**config.mk**
```make
export PLATFORM = sky130hd
export DESIGN_NAME = mult_div_unit_flat
export DESIGN_NICKNAME = d
export VERILOG_FILES = /design/src/rtl/mult_div_unit_pkg.sv /design/src/rtl/mult_div_unit_if.sv /design/src/rtl/mult_div_unit_md_step.sv /design/src/rtl/mult_div_unit.sv /design/src/flat_wrapper.sv
export SDC_FILE = /design/constraint.sdc
export NUM_CORES = 1
export LEC_CHECK = 0
export CAP_MARGIN = 0
export CORE_ASPECT_RATIO = 1.5
export CORE_MARGIN = 1
export CORE_UTILIZATION = 35
export CTS_CLUSTER_SIZE = 40
export DETAILED_ROUTE_END_ITERATION = 8
export PLACE_DENSITY = 0.63
export SYNTH_ARGS = -nofsm -noshare
export SYNTH_HDL_FRONTEND = slang
export SYNTH_SLANG_ARGS = --single-unit
export TNS_END_PERCENT = 30
```
**constraint.sdc**
```tcl
create_clock -name clock -period 7.3 [get_ports clock]
set_input_delay 1.825 -clock clock [delete_from_list [all_inputs] [get_ports clock]]
set_output_delay 1.825 -clock clock [all_outputs]
set_load 0.1 [all_outputs]
```
**src/rtl/mult_div_unit_pkg.sv**
```systemverilog
// Shared encodings and sizing for the iterative multiply/divide unit.
package mult_div_unit_pkg;

   localparam int MD_CYCLES = 32;

   typedef enum logic [1:0] {
      MD_MULT  = 2'b00,
      MD_MULTU = 2'b01,
      MD_DIV   = 2'b10,
      MD_DIVU  = 2'b11
   } md_op_e;

   typedef enum logic [1:0] {
      MD_IDLE = 2'd0,
      MD_RUN  = 2'd1,
      MD_FIX  = 2'd2
   } md_state_e;

endpackage

```
**src/rtl/mult_div_unit_if.sv**
```systemverilog
// Control/operand/result bundle between execute-stage control and the mult/div unit.
interface mult_div_unit_if #(parameter int N = 32) ();

   logic         start;
   logic [1:0]   op;
   logic [N-1:0] inA;
   logic [N-1:0] inB;
   logic         hi_wen;
   logic         lo_wen;
   logic [N-1:0] wd;
   logic         busy;
   logic         done;
   logic         div_by_zero;
   logic [N-1:0] hi;
   logic [N-1:0] lo;

   modport master (
      output start, op, inA, inB, hi_wen, lo_wen, wd,
      input  busy, done, div_by_zero, hi, lo
   );

   modport slave (
      input  start, op, inA, inB, hi_wen, lo_wen, wd,
      output busy, done, div_by_zero, hi, lo
   );

endinterface

```
**src/rtl/mult_div_unit_md_step.sv**
```systemverilog
// One iteration of the datapath: a shift-add multiply step or a restoring divide step,
// both consuming operand bit [cnt] (MSB first).
module md_step #(
   parameter int N = 32
) (
   input  logic                 is_div,
   input  logic [$clog2(N)-1:0] cnt,
   input  logic [N-1:0]         a,
   input  logic [N-1:0]         b,
   input  logic [2*N-1:0]       acc,
   input  logic [N-1:0]         rem,
   output logic [2*N-1:0]       acc_nxt,
   output logic [N-1:0]         rem_nxt
);

   logic [2*N-1:0] acc_sh;
   logic [N:0]     rem_sh;
   logic [N:0]     diff;

   // The partial remainder is N+1 bits once the next dividend bit is shifted in;
   // a borrow out of that width means the trial subtraction must be restored.
   always_comb begin
      acc_sh  = acc << 1;
      rem_sh  = {rem, a[cnt]};
      diff    = rem_sh - {1'b0, b};
      acc_nxt = acc_sh;
      rem_nxt = rem;
      if (is_div) begin
         if (!diff[N]) begin
            rem_nxt    = diff[N-1:0];
            acc_nxt[0] = 1'b1;
         end else begin
            rem_nxt = rem_sh[N-1:0];
         end
      end else if (b[cnt]) begin
         acc_nxt = acc_sh + {{N{1'b0}}, a};
      end
   end

endmodule

```
**src/rtl/mult_div_unit.sv**
```systemverilog
// Iterative 32-bit mult/multu/div/divu unit holding HI/LO; one operand bit per clock,
// start/busy/done handshake, result written N+1 cycles after the start edge.
module mult_div_unit
   import mult_div_unit_pkg::*;
#(
   parameter int N = MD_CYCLES
) (
   input  logic            clock,
   input  logic            reset,
   mult_div_unit_if.slave  bus
);

   localparam int CW = $clog2(N);

   md_state_e      state;
   logic [CW-1:0]  cnt;
   logic           is_div_r, sa, sb, dz;
   logic [N-1:0]   a_mag, b_mag, a_raw;
   logic [2*N-1:0] acc, acc_nxt;
   logic [N-1:0]   rem, rem_nxt;
   logic [N-1:0]   hi_r, lo_r;
   logic           busy_r, done_r, dbz_r;

   logic           st_signed, st_div, st_sa, st_sb;
   logic [2*N-1:0] prod;
   logic [N-1:0]   quo, rmd;

   assign st_signed = (bus.op == MD_MULT) || (bus.op == MD_DIV);
   assign st_div    = (bus.op == MD_DIV)  || (bus.op == MD_DIVU);
   assign st_sa     = st_signed & bus.inA[N-1];
   assign st_sb     = st_signed & bus.inB[N-1];

   md_step #(.N(N)) u_step (
      .is_div  (is_div_r),
      .cnt     (cnt),
      .a       (a_mag),
      .b       (b_mag),
      .acc     (acc),
      .rem     (rem),
      .acc_nxt (acc_nxt),
      .rem_nxt (rem_nxt)
   );

   // Signs are reapplied to the magnitude results; remainder follows the dividend.
   always_comb begin
      prod = (sa ^ sb) ? -acc : acc;
      quo  = (sa ^ sb) ? -acc[N-1:0] : acc[N-1:0];
      rmd  = sa ? -rem : rem;
   end

   always_ff @(posedge clock or negedge reset) begin
      if (!reset) begin
         state    <= MD_IDLE;
         cnt      <= '0;
         is_div_r <= 1'b0;
         sa       <= 1'b0;
         sb       <= 1'b0;
         dz       <= 1'b0;
         a_mag    <= '0;
         b_mag    <= '0;
         a_raw    <= '0;
         acc      <= '0;
         rem      <= '0;
         hi_r     <= '0;
         lo_r     <= '0;
         busy_r   <= 1'b0;
         done_r   <= 1'b0;
         dbz_r    <= 1'b0;
      end else begin
         done_r <= 1'b0;
         case (state)
            MD_IDLE: begin
               if (bus.hi_wen) hi_r <= bus.wd;
               if (bus.lo_wen) lo_r <= bus.wd;
               if (bus.start) begin
                  is_div_r <= st_div;
                  sa       <= st_sa;
                  sb       <= st_sb;
                  dz       <= st_div && (bus.inB == '0);
                  a_mag    <= st_sa ? -bus.inA : bus.inA;
                  b_mag    <= st_sb ? -bus.inB : bus.inB;
                  a_raw    <= bus.inA;
                  acc      <= '0;
                  rem      <= '0;
                  cnt      <= CW'(N - 1);
                  busy_r   <= 1'b1;
                  dbz_r    <= 1'b0;
                  state    <= MD_RUN;
               end
            end
            MD_RUN: begin
               acc <= acc_nxt;
               rem <= rem_nxt;
               if (cnt == '0) state <= MD_FIX;
               else           cnt   <= cnt - 1'b1;
            end
            MD_FIX: begin
               if (!is_div_r) begin
                  {hi_r, lo_r} <= prod;
               end else if (dz) begin
                  hi_r <= a_raw;
                  lo_r <= '1;
               end else begin
                  hi_r <= rmd;
                  lo_r <= quo;
               end
               dbz_r  <= dz;
               done_r <= 1'b1;
               busy_r <= 1'b0;
               state  <= MD_IDLE;
            end
            default: state <= MD_IDLE;
         endcase
      end
   end

   assign bus.busy        = busy_r;
   assign bus.done        = done_r;
   assign bus.div_by_zero = dbz_r;
   assign bus.hi          = hi_r;
   assign bus.lo          = lo_r;

endmodule
```
**src/flat_wrapper.sv**
```systemverilog
// flat-port wrapper written by rule: the top's interface ports become plain ports
module mult_div_unit_flat import mult_div_unit_pkg::*;
#(
   parameter int N = MD_CYCLES
)
  (clock, reset, bus_start, bus_op, bus_inA, bus_inB, bus_hi_wen, bus_lo_wen, bus_wd, bus_busy, bus_done, bus_div_by_zero, bus_hi, bus_lo);
  mult_div_unit_if #(.N(N)) bus_i ();
  input  logic clock;
  input  logic reset;
  input wire logic [$bits(bus_i.start)-1:0] bus_start;
  input wire logic [$bits(bus_i.op)-1:0] bus_op;
  input wire logic [$bits(bus_i.inA)-1:0] bus_inA;
  input wire logic [$bits(bus_i.inB)-1:0] bus_inB;
  input wire logic [$bits(bus_i.hi_wen)-1:0] bus_hi_wen;
  input wire logic [$bits(bus_i.lo_wen)-1:0] bus_lo_wen;
  input wire logic [$bits(bus_i.wd)-1:0] bus_wd;
  output wire logic [$bits(bus_i.busy)-1:0] bus_busy;
  output wire logic [$bits(bus_i.done)-1:0] bus_done;
  output wire logic [$bits(bus_i.div_by_zero)-1:0] bus_div_by_zero;
  output wire logic [$bits(bus_i.hi)-1:0] bus_hi;
  output wire logic [$bits(bus_i.lo)-1:0] bus_lo;
  assign bus_i.start = bus_start;
  assign bus_i.op = bus_op;
  assign bus_i.inA = bus_inA;
  assign bus_i.inB = bus_inB;
  assign bus_i.hi_wen = bus_hi_wen;
  assign bus_i.lo_wen = bus_lo_wen;
  assign bus_i.wd = bus_wd;
  assign bus_busy = bus_i.busy;
  assign bus_done = bus_i.done;
  assign bus_div_by_zero = bus_i.div_by_zero;
  assign bus_hi = bus_i.hi;
  assign bus_lo = bus_i.lo;
  mult_div_unit #(.N(N)) u_core (.clock(clock), .reset(reset), .bus(bus_i));
endmodule
```
# Yosys cells after proc, flatten, opt, wreduce, memory -nomap -nowiden
# Cells that the tools add are included.
# classes
add_sub_neg	8
order_cmp	1
n_eq_ne	10
n_mux	38
bitwise	3
reduce_logical	17
# op_table
op	count
$mux 32	13
$mux 64	3
$pmux 32 s2	3
$neg 32->32	4
$pmux 64 s2	1
$add 64x32->64	1
$neg 64->64	1
$mux 63	1
$sub 33x32->33	1
$logic_not 32->1	1
$reduce_and 2->1	6
$bmux 1 s5	2
$mux 5	2
$pmux 5 s2	1
$ne 2x2->1 const B	4
$mux 1	7
$eq 2x2->1 const B	3
$lt 5x6->1 const B	1
$reduce_and 3->1	2
$logic_not 5->1	1
$sub 5x1->5 const B	1
$logic_not 2->1	2
$mux 2	2
$ne 2x1->1 const B	2
8 further kinds	12
# word_totals
regBits	270
input_bits	103
wordCells	93

# Logic depth before layout (Yosys ltp)
# depth
ltp_word	6
mapped_depth	17
mapped_depth_nobuf	14

# Cells and area by module
# A second synthesis with hierarchy kept.
# hier_totals
cells_unflattened	2594
area_unflattened_um2	20728.6
# modules_own_cells
module	instances	cells_each	area_each_um2
mult_div_unit	1	1805	15046.9
md_step	1	789	5681.7

# Worst setup path after synthesis
# OpenSTA, ideal clock, no wires.
# synth_timing
kind	reg2reg
start	reg u_core.cnt[0]
end	reg u_core.rem[23]
setup_time_ps	125
t_arrival_ps	4939
required_ps	7175
slack_ps	2236
path_stages_with_launch	18
n_path_buf	3
synth_period_minus_slack_ps	5064
path_cell_list	dfrtp_1 > buf_2 > buf_1 > mux4_2 > mux4_2 > mux2i_1 > ha_1 > inv_1 > fa_1 > a211oi_1 > o21ai_0 > o2111a_1 > o211ai_1 > a21oi_1 > or4b_1 > clkbuf_1 > a32o_1 > o21bai_1
# synth_via
elab_chain_len	6
# synth_lines
item	line_no	rtl
start, declared	mult_div_unit.sv:16	logic [CW-1:0] cnt;
start signal, assigned	mult_div_unit.sv:85	cnt <= CW'(N - 1);
start signal, assigned	mult_div_unit.sv:95	else cnt <= cnt - 1'b1;
$bmux 1 s5	mult_div_unit_md_step.sv:24	rem_sh = {rem, a[cnt]};
$mux 1 (not written as such)	mult_div_unit_md_step.sv:24	
$sub 33x32->33	mult_div_unit_md_step.sv:25	diff = rem_sh - {1'b0, b};
$mux 32	mult_div_unit_md_step.sv:29	if (!diff[N]) begin
$mux 32	mult_div_unit_md_step.sv:28	if (is_div) begin
$pmux 32 s2	mult_div_unit.sv:71	case (state)
end signal, assigned	mult_div_unit.sv:93	rem <= rem_nxt;
end, declared	mult_div_unit.sv:20	logic [N-1:0] rem, rem_nxt;
# Every way passes these cells. The select of a mux whose other input is x is not followed.
# A chain may end at the register's enable or synchronous reset.

# Worst setup path after layout
# layout_timing
start	reg u_core.cnt[1]
end	reg u_core.acc[0]
# layout_via
elab_chain_len	6
# layout_lines
item	line_no	rtl
$bmux 1 s5	mult_div_unit_md_step.sv:24	
$mux 1 (not written as such)	mult_div_unit_md_step.sv:24	
$sub 33x32->33	mult_div_unit_md_step.sv:25	
$mux 1	mult_div_unit_md_step.sv:29	
$mux 1 *	mult_div_unit_md_step.sv:28	
$pmux 64 s2 *	mult_div_unit.sv:71	
end signal, assigned	mult_div_unit.sv:92	acc <= acc_nxt;
end, declared	mult_div_unit.sv:19	logic [2*N-1:0] acc, acc_nxt;
# Mark *: on every way between the ends. The rest lies on a longest branch, timed or not. The select of a mux whose other input is x is not followed.

==> metrics <==
final core occ approximately 42%; P_leak approximately 0.0094 uW; global route overflow 0; period utilization 81.7%; Finished Layout Cells 3172; CP Launch Type flip-flop; clock root buffer clkbuf_16; RSZ-0062 raised after global routing no; CP arrival about 6.4 ns; Die W 195 um; vias in the first global route 18900; mapped cell area between 15000 and 20000 um2; data required time of the critical path 7.78 ns; Reg2Reg Depth 15; DR iter-0 viols between 1500 and 2000; syn_nets roughly 2500; max_slew headroom 19.2%; achievable frequency roughly 170 MHz; Reg2Reg Setup Slack 1.34 ns; ANT nets after route 0; Critical path destination u_core.acc[0]; DRT Pass-1 Iters 5; routed via count 18900; drt drc 0; maximum VDD drop 0.244 mV; Hold Path Class reg -> reg; Slew @ Worst Pin around 1.2 ns; first-pass GRT wire length around 120000 um; Post-CTS Resized 0; maximum clock path buffer count 3; setup_tns 0 ns; commonest non-fill, non-tap cell in the layout nand2_1; Worst Setup SP u_core.cnt[1]; row cnt approximately 110; PortBufs roughly 170; status finished clean; clk sinks 269; Crit Path Class reg -> reg; Die Area approximately 57000 um2; final setup skew approximately 0.032 ns; Setup crit end kind flip-flop; Reg clk slew, reported paths ~0.06 ns; CTS tree done; drt wl/cell 24.4 um; top_reg_cell synth dfrtp_1; Setup-failing EPs final 0; number of nets in the layout about 2600; dpl hpwl about 60000 um; Placed Cells between 3000 and 4000; GR Util All Layers approximately 27%; Worst-Skew Late Latency 0.61 ns; P&R area growth vs syn 16.6%; post-synth cell types 84; DRT Wirelength about 78000 um; initial antenna violation count 4; largest fanout on the critical path 26; Cells after Synth between 2000 and 2500; Synth warnings 0; # hold bufs at CTS 0; Post-synth ARST share between 90% and 100%; Hold Crit Depth 2; post-synthesis sequential area ratio 34.3%; number of flops mapped to enable cells by yosys 0; PwrDens about 570 nW/um2; commonest non-fill, non-tap cells in the layout nand2_1, o21ai_0, dfrtp_1, clkdlybuf4s50_1, nor2_1; share of layout cells above drive strength 1 under 10%; largest net degree at the start of global routing 125; Initial Utilization 35.6%; Max Slew Vio Count 0; min Tclk post-route just under 6 ns; final hold violations 0; TritonCTS Buffers 30; core area ~55000 um2; I/O pins 170; R2R Path Start u_core.cnt[1]; Placer Congestion around 1; Syn Area/Cell 8.27 um2; post-CTS setup repair buffer count 0; Worst R2R End u_core.acc[0]; H-tree depth 1; Chip Height roughly 290 um; flops & latches, synth 269; final hold slack roughly 0.48 ns; DR vias/cell just under 6; Max-Cap Viols 0
## registers in the layout (all words and copies together), names as in the netlist
register,flops
u_core.sa,1
u_core.a_mag,31
u_core.sb,1
u_core.bus.done,1
u_core.bus.hi,32
u_core.bus.busy,1
u_core.cnt,5
u_core.rem,32
u_core.is_div_r,1
u_core.a_raw,32
u_core.state,2
u_core.acc,64
u_core.bus.div_by_zero,1
u_core.bus.lo,32
u_core.dz,1
u_core.b_mag,32
## stage by stage
stage	instance area, um2	total power [uW]	setup WS, ns
floorplan	19600	8870	2.24
global placement	21800	11300	1.47
detailed placement	21800	11400	1.33
CTS	22900	13100	1.28
global route	22900	13900	0.961
finish	22900	13100	1.34
## report_power, final
part	leakage, uW	internal [uW]	switching, uW
Clock	0.000520	945	699
Sequential	0.00332	2160	1020
Combinational	0.00555	2920	5410
## metal layers
layer	global-route usage, %	routed length (um)	vias to the layer above
met5	0	24	-
met4	22.6	7370	4
met3	3.66	4270	257
met2	48.0	38900	732
met1	27.5	27000	9154
li1	-	-	8717
## worst min-delay path by stage
stage                     slack [ns]              from          endpoint
after floorplan                 0.44  u_core.a_raw[27]  u_core.a_raw[27]
after global placement          0.46  u_core.a_raw[28]  u_core.a_raw[28]
after detailed placement        0.46  u_core.a_raw[26]  u_core.a_raw[26]
after CTS                       0.48  u_core.a_raw[26]  u_core.a_raw[26]
after global routing            0.50  u_core.bus.lo[2]  u_core.bus.lo[2]
final                           0.48  u_core.a_raw[26]  u_core.a_raw[26]
## cell type report
cell class                 count  area (um2)
fill                        5490       32200
multi-input combinational   1879       12000
sequential                   269        6730
timing repair buffer         202        1960
tap                          695         870
clock buffer                  40         868
inverter                      69         259
clock inverter                16         183
antenna                        2        5.00
## kinds of logic (layout without fill, tap and decap cells)
kind of cell / count (synthesis) / after routing / share of synthesized area (%)
adder cells (fa/ha/maj): 71 / 71 / 4.60
buffers and inverters: 224 / 327 / 4.84
other: 0 / 2 / 0
XOR/XNOR: 226 / 226 / 10.1
AND/OR/NAND/NOR: 818 / 818 / 19.2
multiplexers: 61 / 61 / 4.27
AO/OA/AOI/OAI: 703 / 703 / 22.7
flip-flops: 269 / 269 / 34.3
## critical path, stage by stage (launching register included)
cell,delay [ns]
dfrtp_1,0.96
mux4_2,0.41
mux4_2,0.49
mux2i_1,0.35
ha_1,0.25
inv_1,0.05
fa_1,0.42
a211oi_1,0.24
o21ai_0,0.32
o2111a_1,0.35
o211ai_1,0.43
a21oi_1,0.17
nor4b_2,0.44
buf_4,0.46
nand2_1,0.28
o211ai_1,0.20
## cells in the mapped netlist (all sizes together), types with 26 or more instances
master | number | share of area (%)
nand2 | 407 | 7.8
o21ai | 270 | 6.9
dfrtp | 269 | 34
clkbuf | 132 | 2.8
nor2 | 130 | 2.5
xnor2 | 119 | 5.3
a21oi | 111 | 2.8
xor2 | 107 | 4.8
ha | 69 | 4.4
inv | 69 | 1.3
nand3 | 49 | 1.2
nor3 | 47 | 1.2
mux2i | 42 | 2.1
o22ai | 38 | 1.2
o31ai | 33 | 1.3
or3 | 31 | 1.0
and3 | 26 | 0.83
(Power assumes the default switching activity.)
